===== src/rtl/video_mode_ctrl.sv =====
// Video mode controller: decodes timing for the active mode and
// sequences a muted, frame-aligned switch to a newly requested mode.
module video_mode_ctrl #(
    parameter int RESET_MODE    = 0,
    parameter int SETTLE_FRAMES = 2
) (
    input  logic        CLK,
    input  logic        RST_N,
    input  logic        REQ_VALID,
    input  logic [1:0]  REQ_MODE,
    output logic        REQ_READY,
    input  logic [12:0] h,
    input  logic [12:0] v,
    output logic [12:0] H_ACTIVE,
    output logic [12:0] H_SYNC_S,
    output logic [12:0] H_SYNC_E,
    output logic [12:0] H_LAST,
    output logic [12:0] V_ACTIVE,
    output logic [12:0] V_SYNC_S,
    output logic [12:0] V_SYNC_E,
    output logic [12:0] V_LAST,
    output logic [1:0]  MODE,
    output logic        TIMING_LOAD,
    output logic        MUTE,
    output logic        DONE,
    output logic        ERR
);

    typedef enum logic [1:0] {
        IDLE,
        ARMED,
        DRAIN,
        SETTLE
    } state_t;

    localparam logic [1:0] RST_MODE = 2'(RESET_MODE);
    localparam logic [3:0] SETTLE_N = 4'(SETTLE_FRAMES);

    state_t      state_q, state_d;
    logic [1:0]  mode_q, mode_d;
    logic [1:0]  pend_q, pend_d;
    logic [3:0]  cnt_q, cnt_d;
    logic        mute_q, mute_d;
    logic        tl_q, tl_d;
    logic        done_q, done_d;
    logic        err_q, err_d;
    logic        ready_q, ready_d;
    logic        fe;

    // Timing parameters are a pure decode of the current mode register
    always_comb begin
        H_ACTIVE = 13'd720;
        H_SYNC_S = 13'd732;
        H_SYNC_E = 13'd795;
        H_LAST   = 13'd863;
        V_ACTIVE = 13'd576;
        V_SYNC_S = 13'd581;
        V_SYNC_E = 13'd585;
        V_LAST   = 13'd624;
        unique case (mode_q)
            2'd1: begin
                H_ACTIVE = 13'd720;
                H_SYNC_S = 13'd736;
                H_SYNC_E = 13'd797;
                H_LAST   = 13'd857;
                V_ACTIVE = 13'd480;
                V_SYNC_S = 13'd489;
                V_SYNC_E = 13'd494;
                V_LAST   = 13'd524;
            end
            2'd2: begin
                H_ACTIVE = 13'd640;
                H_SYNC_S = 13'd656;
                H_SYNC_E = 13'd751;
                H_LAST   = 13'd799;
                V_ACTIVE = 13'd480;
                V_SYNC_S = 13'd490;
                V_SYNC_E = 13'd491;
                V_LAST   = 13'd524;
            end
            default: begin
                H_ACTIVE = 13'd720;
            end
        endcase
    end

    // Frame end only on exact match with the current mode's last indices
    assign fe = (h == H_LAST) && (v == V_LAST);

    // Next-state and registered-output logic for the switch sequencer
    always_comb begin
        state_d = state_q;
        mode_d  = mode_q;
        pend_d  = pend_q;
        cnt_d   = cnt_q;
        mute_d  = mute_q;
        tl_d    = 1'b0;
        done_d  = 1'b0;
        err_d   = 1'b0;
        unique case (state_q)
            IDLE: begin
                if (REQ_VALID) begin
                    if (REQ_MODE == 2'd3) begin
                        err_d = 1'b1;
                    end else if (REQ_MODE == mode_q) begin
                        done_d = 1'b1;
                    end else begin
                        pend_d  = REQ_MODE;
                        state_d = ARMED;
                    end
                end
            end
            ARMED: begin
                if (fe) begin
                    mute_d  = 1'b1;
                    state_d = DRAIN;
                end
            end
            DRAIN: begin
                if (fe) begin
                    mode_d  = pend_q;
                    tl_d    = 1'b1;
                    cnt_d   = 4'd0;
                    state_d = SETTLE;
                end
            end
            SETTLE: begin
                if (fe) begin
                    if (cnt_q != 4'hF) begin
                        cnt_d = cnt_q + 4'd1;
                    end
                    if (cnt_q == SETTLE_N - 4'd1) begin
                        mute_d  = 1'b0;
                        done_d  = 1'b1;
                        state_d = IDLE;
                    end
                end
            end
            default: begin
                state_d = IDLE;
            end
        endcase
        ready_d = (state_d == IDLE);
    end

    // State and output registers; reset abandons any switch in progress
    always_ff @(posedge CLK or negedge RST_N) begin
        if (!RST_N) begin
            state_q <= IDLE;
            mode_q  <= RST_MODE;
            pend_q  <= RST_MODE;
            cnt_q   <= 4'd0;
            mute_q  <= 1'b0;
            tl_q    <= 1'b0;
            done_q  <= 1'b0;
            err_q   <= 1'b0;
            ready_q <= 1'b1;
        end else begin
            state_q <= state_d;
            mode_q  <= mode_d;
            pend_q  <= pend_d;
            cnt_q   <= cnt_d;
            mute_q  <= mute_d;
            tl_q    <= tl_d;
            done_q  <= done_d;
            err_q   <= err_d;
            ready_q <= ready_d;
        end
    end

    assign MODE        = mode_q;
    assign MUTE        = mute_q;
    assign TIMING_LOAD = tl_q;
    assign DONE        = done_q;
    assign ERR         = err_q;
    assign REQ_READY   = ready_q;

endmodule

===== config.mk =====
export PLATFORM = sky130hd
export DESIGN_NAME = video_mode_ctrl
export DESIGN_NICKNAME = d
export VERILOG_FILES = /design/src/rtl/video_mode_ctrl.sv
export SDC_FILE = /design/constraint.sdc
export NUM_CORES = 1
export LEC_CHECK = 0
export BUFFER_PORTS_ARGS = -buffer_cell sky130_fd_sc_hd__buf_2
export CORE_MARGIN = 8
export CORE_UTILIZATION = 30
export DETAILED_ROUTE_END_ITERATION = 7
export MAX_ROUTING_LAYER = met4
export PLACE_DENSITY = 0.66
export SETUP_SLACK_MARGIN = 0.02
export SYNTH_ARGS = -nofsm -noshare
export SYNTH_HDL_FRONTEND = slang
export SYNTH_SLANG_ARGS = --single-unit

===== constraint.sdc =====
create_clock -name CLK -period 3.2 [get_ports CLK]
set_input_delay 0.48 -clock CLK [delete_from_list [all_inputs] [get_ports CLK]]
set_output_delay 0.48 -clock CLK [all_outputs]
set_load 0.01 [all_outputs]

## After elaboration in Yosys (flattened, before gate mapping)

Cells that the tools add are included.

| operators by class | value |
|---|---|
| mux-type cells | 35 |
| eq/ne operators | 16 |
| add/sub/neg operators | 1 |
| bitwise gates (word level) | 2 |
| reduce and logical (&&, ||, !) cells | 10 |

Operator list:

| kind | count |
|---|---|
| $pmux 10 s2 | 2 |
| $pmux 7 s2 | 2 |
| $eq 13x13->1 | 2 |
| $pmux 9 s2 | 1 |
| $mux 2 | 7 |
| $mux 7 | 2 |
| $mux 1 | 13 |
| $mux 4 | 3 |
| $reduce_and 4->1 | 3 |
| $mux 10 | 1 |
| $ne 2x2->1 const B | 5 |
| $eq 2x2->1 const B | 4 |
| $pmux 2 s4 | 1 |
| $pmux 4 s2 | 1 |
| $add 4x1->4 const B | 1 |
| $eq 2x1->1 const B | 2 |
| $eq 4x1->1 const B | 1 |
| $logic_not 2->1 | 2 |
| $ne 4x4->1 const B | 1 |
| $pmux 1 s2 | 2 |
| $reduce_bool 2->1 | 2 |
| $eq 2x2->1 | 1 |
| $not 1->1 | 2 |
| $reduce_and 2->1 | 1 |
| 2 further kinds | 2 |

| storage, ports and cells | value |
|---|---|
| output and inout port bits | 111 |
| logic and storage cells | 73 |
| bits in registers | 15 |

## Longest topological paths before layout

Gate-level depths: netlist of run 1.

| logic depth | value |
|---|---|
| depth in word-level cells | 8 |
| depth in mapped cells | 8 |
| depth with buffers taken out | 7 |

## Least setup slack after synthesis of run 1

No wires, ideal clock.

| timing | value |
|---|---|
| path type | flip-flop to flip-flop |
| from | register mode_q[0] (netlist: MODE[0]) |
| to | register mute_q (netlist: MUTE) |
| cell stages (with the launch flop) | 9 |
| data arrival time | 2813 ps |
| required time | 3074 ps |
| period minus slack after synthesis | 2939 ps |
| slack | 261 ps |
| cells stage by stage | dfrtp_1 -> inv_1 -> ha_1 -> or4bb_1 -> a2bb2oi_1 -> or3_1 -> buf_6 -> or3_4 -> a221o_1 |

| between the ends | value |
|---|---|
| cells in the longest elaborated chain, start to end | 7 |
| elaborated cells between the ends (all ways) | 11 |

Ends and longest elaborated chain:

| item | line | RTL |
|---|---|---|
| start, declared | 40 | `logic [1:0] mode_q, mode_d;` |
| start signal, assigned | 160 | `mode_q <= mode_d;` |
| $eq 2x2->1 / $eq 2x1->1 (equally long branches) | 60 | `unique case (mode_q)` |
| $reduce_or 2->1 (no source line) | -- |  |
| $mux 7 | 60 |  |
| $eq 13x13->1 | 88 | `assign fe = (h == H_LAST) && (v == V_LAST);` |
| $logic_and 1x1->1 * | 88 |  |
| $ne 2x2->1 (no source line) | -- |  |
| $reduce_and 4->1 (no source line) * | -- |  |
| end signal, assigned | 163 | `mute_q <= mute_d;` |
| end, declared | 43 | `logic mute_q, mute_d;` |

Every way passes the cells marked *; elsewhere a longest branch is shown, timed or not.
A chain may end at the register's enable or synchronous reset.

## Worst setup path in the final report of run 1

| timing | value |
|---|---|
| from | register mode_q[1] (netlist: MODE[1]) |
| to | register mute_q (netlist: MUTE) |

Same word-level chain as after synthesis.

==> results by group, run 1 <==
STA
  – Final Critical Period: 2.864 ns
  – Final setup skew: 0.001003 ns
  – Final period utilization: 89.50%
  – Setup TNS: 0 ns
  – Final Hold Viols: 0
  – Achievable Freq: 349.1 MHz
  – Finish-stage setup viols: 0
  – RSZ-0062 raised after global routing: false
  – Slew Viols, Final: 0

Flow run
  – Max Cap Viol: 0

Floorplanning
  – I/O pin cnt: 142
  – Die height: 93.09 um
  – Initial core utilization: 30.66%
  – Core Region: 5816 um2
  – Rows: 28
  – Die area: 8666 um2
  – Die Wd: 93.09 um

Synthesis
  – Register bit total from synthesis: 15
  – Synth cell types: 44
  – FFs w/ async S/R, synth: 100.0%
  – Share of the synthesized area in the top cell type: 40.84%
  – YS warnings: 0
  – Post-synthesis cell area: 1783 um2
  – Post-synthesis instance total: 211
  – Post-synth EDFFs: 0
  – Top_reg_cell synth: dfrtp_1
  – Sequential fraction of the synthesis area: 21.12%
  – Post-Syn Area per Cell: 8.450 um2
  – Post-synth top area cell: buf_4
  – Synth area leaders: buf_4 41%, dfrtp_1 20%, ha_1 6.3%

Clocking
  – CTS root buf: clkbuf_8
  – Post-CTS Setup Inserts: 0
  – Cts hold-fix bufs: 0
  – Clk slew on worst S/H paths: 0.06 ns
  – CTS Buf Count: 3
  – Gates resized, CTS repair: 0
  – CTS tree: done
  – Clk_lat worst skew: 0.24 ns
  – Clk buf depth: 2
  – CTS H-tree lvls: 1
  – Clock Sinks: 15

Route
  – DR vias/cell: 4.096
  – WL final: 4212 um
  – DR iter-0 viols: 54
  – Vias: 1364
  – Routed WL per cell: 12.65 um
  – # DRC: 0
  – Drt first pass iters: 5
  – Antenna viol nets, final: 0

Placement
  – GPL Wtd Cong: 0.8573
  – # port buffers: 78
  – HPWL Detailed: 3712 um
  – Placed insts: 328

Final layout
  – Most frequent cells in the layout: 78 x buf_2, 63 x conb_1, 14 x dfrtp_1
  – Fill count: 637
  – Synthesis-to-finish area growth: 1.895%
  – Share of cells above drive strength 1: 35.41%
  – Commonest non-fill, non-tap cell in the layout: buf_2
  – Final std cells w/o fill: 333
  – Fin nets: 298

Hold path
  – HP Class: in2async

Setup path
  – CP max FO: 10
  – Crit path required time: 3.33 ns
  – Slowest stage delay, CP: 0.46 ns
  – CP Class: reg2reg
  – Crit path DAT: 3.00 ns
  – Crit path max-delay cell type: or3_1
  – Crit end category: flop
  – Critical path startpoint category: flop
  – Crit-path cells: inv_1 > ha_1 > or3b_1 > a2111o_1 > or3_1 > or3_4 > a221o_1

Pwr
  – Power per cell area: 321.3 nW/um2
  – Leakage: 1.002 nW
  – Overall Power: 0.0005837 W
  – Peak supply drop: 120.6 uV

Global route
  – Gr usage total: 9.384%
  – Largest net degree at the start of global routing: 16
  – Antenna violations before repair: 0
  – First-pass GRT wire length: 6637 um
  – Vias in the first global route: 1398
  – Aggregate global routing overflow: 0

Outcome
  – Status: completed
## critical path: cells and delay by family (launching register included)
family / cells / cell delay, ns
compound gates: 2 / 0.74
fa+ha+maj: 1 / 0.21
buf+inv: 1 / 0.12
flops: 1 / 0.44
simple gates: 3 / 1.25
## final cells by class
cell class,count,area [um2],share of cell area (%)
timing repair buffer,80,405.4,22.31
tap,75,93.84,5.165
antenna,1,2.502,0.1377
clock buffer,3,41.29,2.273
inverter,13,48.80,2.686
multi-input combinational,145,843.3,46.42
sequential,15,376.6,20.73
clock inverter,1,5.005,0.2755
## synthesized netlist by cell type (2+ instances only)
cell type,instances
nand2b_1,2
ha_1,9
conb_1,2
nand4_1,2
inv_1,13
o311ai_0,3
nor4_1,2
nand2_1,7
mux2_2,4
o21bai_1,2
or4_1,2
o21ai_0,5
nor2b_1,3
nor3_1,4
nand3_1,4
nor2_1,7
a21o_1,2
a21oi_1,2
nor4bb_1,2
dfrtp_1,14
buf_4,97
## cells by family after synthesis
family                     Yosys count  synth area share (%)
buffers and inverters              112                 44.42
DFF                                 15                 21.12
other                                2                0.4212
and+or+nand+nor                     43                 14.32
adders and majority gates            9                 6.316
xor gates and xnor gates             1                0.4913
muxes                                4                 2.526
AOI/OAI and AO/OA                   25                 10.39
## path summary, 6_finish.rpt
path / start / end / slack (ns) / depth (start not counted)
setup / recovery: MODE[1]$_DFFE_PN0P_ / MUTE$_DFFE_PN0P_ / 0.34 / 7
hold / removal: RST_N / cnt_q[3]$_DFFE_PN0P_ / 0.13 / 1
setup reg to reg: MODE[1]$_DFFE_PN0P_ / MUTE$_DFFE_PN0P_ / 0.34 / 7
hold reg to reg: pend_q[1]$_DFFE_PN0P_ / pend_q[1]$_DFFE_PN0P_ / 0.51 / 1
max in group asynchronous: RST_N / REQ_READY$_DFF_PN1_ / 2.78 / 1
min in group CLK: REQ_MODE[0] / ERR$_DFF_PN0_ / 0.50 / 3
## flip-flops by register name, indices dropped and copies added (netlist names)
name         cells
DONE             1
ERR              1
MODE             2
MUTE             1
REQ_READY        1
TIMING_LOAD      1
cnt_q            4
pend_q           2
state_q          2
## routing by layer
metal  vias up  share of wire, %  track usage (%)
met5         -                 0                -
met4         0              0.24            1.611
met3         2                16            4.327
met2       100                47            16.45
met1       619                36            9.461
li1        643                 -                -
## stage by stage
step	instance area [um2]	util [%]	setup slack [ns]	hold slack (ns)
after CTS	1814	31.20	0.3140	0.1444
final	1817	31.24	0.3359	0.1287
after global placement	1768	30.40	0.3914	0.4101
after floorplan	2012	-	0.2610	0.1844
after global routing	1814	31.20	0.1691	0.1517
after detailed placement	1768	30.40	0.3278	0.4161
## power breakdown
| group | internal (W) | switching (W) |
|---|---|---|
| Combinational | 0.0000778 | 0.000111 |
| Clock | 0.0000861 | 0.0000691 |
| Sequential | 0.000222 | 0.0000173 |
| Total | 0.000386 | 0.000197 |
No activity file was read; power rests on OpenSTA's default activity.
==> run 2: changes to the inputs <==
--- a/config.mk
+++ b/config.mk
@@ -6,6 +6,7 @@
 export NUM_CORES = 1
 export LEC_CHECK = 0
 export BUFFER_PORTS_ARGS = -buffer_cell sky130_fd_sc_hd__buf_2
+export CORE_ASPECT_RATIO = 1.25
 export CORE_MARGIN = 8
 export CORE_UTILIZATION = 30
 export DETAILED_ROUTE_END_ITERATION = 7
==> run 2 against run 1 <==
  * Fmax shrank 4.1%
  * Sequential share of layout area grew 0.20 points
  * Die area is 0.18% higher
  * Sequential power is essentially flat
  * Worst hold slack lost 0.0010 ns
  * Largest cell class unchanged
  * Clock power barely moved
==> results by group, run 2 (synthesis results as in run 1) <==
Outcome
  – Status: completed

Setup path
  – R2R Setup Slk: 0.21 ns
  – Crit path max-delay cell type: or3_1
  – Crit-path cells: inv_1 > ha_2 > or4bb_1 > a2bb2oi_1 > or3_1 > or3_4 > a221o_1
  – Slowest stage delay, CP: 0.53 ns
  – Critical path startpoint category: flop
  – Crit path required time: 3.33 ns
  – CP Class: reg2reg
  – Crit path DAT: 3.12 ns
  – Crit end category: flop
  – CP max FO: 12
  – Worst r2r path cells: 7

Hold path
  – HP Class: in2async

Global route
  – Gr usage total: 9.092%
  – Antenna violations before repair: 1
  – Aggregate global routing overflow: 0
  – Vias in the first global route: 1338
  – Largest net degree at the start of global routing: 16
  – First-pass GRT wire length: 6120 um

Final layout
  – Fin nets: 297
  – Synthesis-to-finish area growth: 0.9125%
  – Register with the highest flop count: cnt_q
  – Max reg flops: 4
  – Most frequent cells in the layout: 78 x buf_2, 63 x conb_1, 14 x dfrtp_1
  – Commonest non-fill, non-tap cell in the layout: buf_2
  – Post-route cell area: 1799 um2
  – Share of cells above drive strength 1: 35.16%

STA
  – Worst slew pin tran: 0.5005 ns
  – Final Hold Viols: 0
  – Slew Viols, Final: 0
  – Final period utilization: 93.33%
  – RSZ-0062 raised after global routing: false
  – Finish-stage setup viols: 0
  – Final setup skew: 0.001837 ns
  – Slew HR: 66.21%
  – Final Critical Period: 2.987 ns
  – Final WS setup: 0.2135 ns
  – Setup TNS: 0 ns
  – Achievable Freq: 334.8 MHz

Route
  – DR iter-0 viols: 51
  – Vias: 1334
  – WL final: 4270 um
  – Antenna viol nets, final: 0
  – # DRC: 0
  – DR vias/cell: 4.130
  – Routed WL per cell: 13.22 um
  – Drt first pass iters: 4

Clocking
  – Clk_lat worst skew: 0.25 ns
  – CTS tree: done
  – Clock Sinks: 15
  – CTS H-tree lvls: 1
  – CTS root buf: clkbuf_8
  – Clk slew on worst S/H paths: 0.06 ns
  – Post-CTS Setup Inserts: 0
  – CTS Buf Count: 3
  – Clk buf depth: 2

Floorplanning
  – Die Wd: 84.96 um
  – Rows: 31
  – Core Region: 5779 um2
  – Die area: 8682 um2
  – Die height: 102.2 um
  – I/O pin cnt: 142
  – Initial core utilization: 30.85%

Pwr
  – Peak supply drop: 139.8 uV
  – Overall Power: 0.0005862 W
  – Power per cell area: 325.8 nW/um2
  – Leakage: 0.9940 nW

Placement
  – GPL Wtd Cong: 0.8336
  – # port buffers: 78
  – Post-Place Setup Slack: 0.1918 ns
  – HPWL Detailed: 3708 um
  – Placed Area: 1749 um2

Flow run
  – Max Cap Viol: 0
==> run 2: power breakdown <==
part | total (W) | internal [W] | switching, W
sequential | 0.000238 | 0.000222 | 0.0000158
clock | 0.000156 | 0.0000883 | 0.0000678
combinational | 0.000192 | 0.0000781 | 0.000114
==> run 2: routing by layer <==
layer	track usage, %	share of wire (%)	up-vias
met1	8.581	38	590
li1	-	-	640
met4	4.121	1.6	0
met2	14.82	46	97
met5	-	0	-
met3	5.229	14	7
==> run 2: cell type report <==
type | count | area [um2]
Sequential cell | 15 | 376.6
Antenna cell | 1 | 2.502
Inverter | 13 | 48.80
Multi-Input combinational cell | 145 | 845.8
Tap cell | 66 | 82.58
Clock buffer | 4 | 45.04
Timing Repair Buffer | 79 | 397.9
Fill cell | 636 | 3980
==> run 2: worst max-delay path, delay by kind of cell (launching register included) <==
kind,cells,cell delay (ns)
fa+ha+maj,1,0.41
simple gates,3,1.34
buf+inv,1,0.10
flops,1,0.47
compound gates,2,0.54
==> run 2: what timing repair did <==
action                     4_1_cts  5_1_grt
hold buffers                     0        0
setup endpoints to repair        0        1
gates resized for setup          0        1
==> run 2: final timing paths <==
kind / start / endpoint
hold / removal: RST_N / cnt_q[3]$_DFFE_PN0P_
min in group CLK: REQ_MODE[0] / ERR$_DFF_PN0_
hold reg to reg: pend_q[0]$_DFFE_PN0P_ / pend_q[0]$_DFFE_PN0P_
setup reg to reg: MODE[0]$_DFFE_PN0P_ / MUTE$_DFFE_PN0P_
max in group asynchronous: RST_N / REQ_READY$_DFF_PN1_
setup / recovery: MODE[0]$_DFFE_PN0P_ / MUTE$_DFFE_PN0P_
==> run 2: stage by stage <==
step	utilization, %	hold slack (ns)	std cells
finish	31.13	0.1277	323
global route	31.13	0.1422	323
CTS	31.05	0.1328	322
detailed placement	30.27	0.4078	318
global placement	30.27	0.4053	318
floorplan	-	0.1844	272
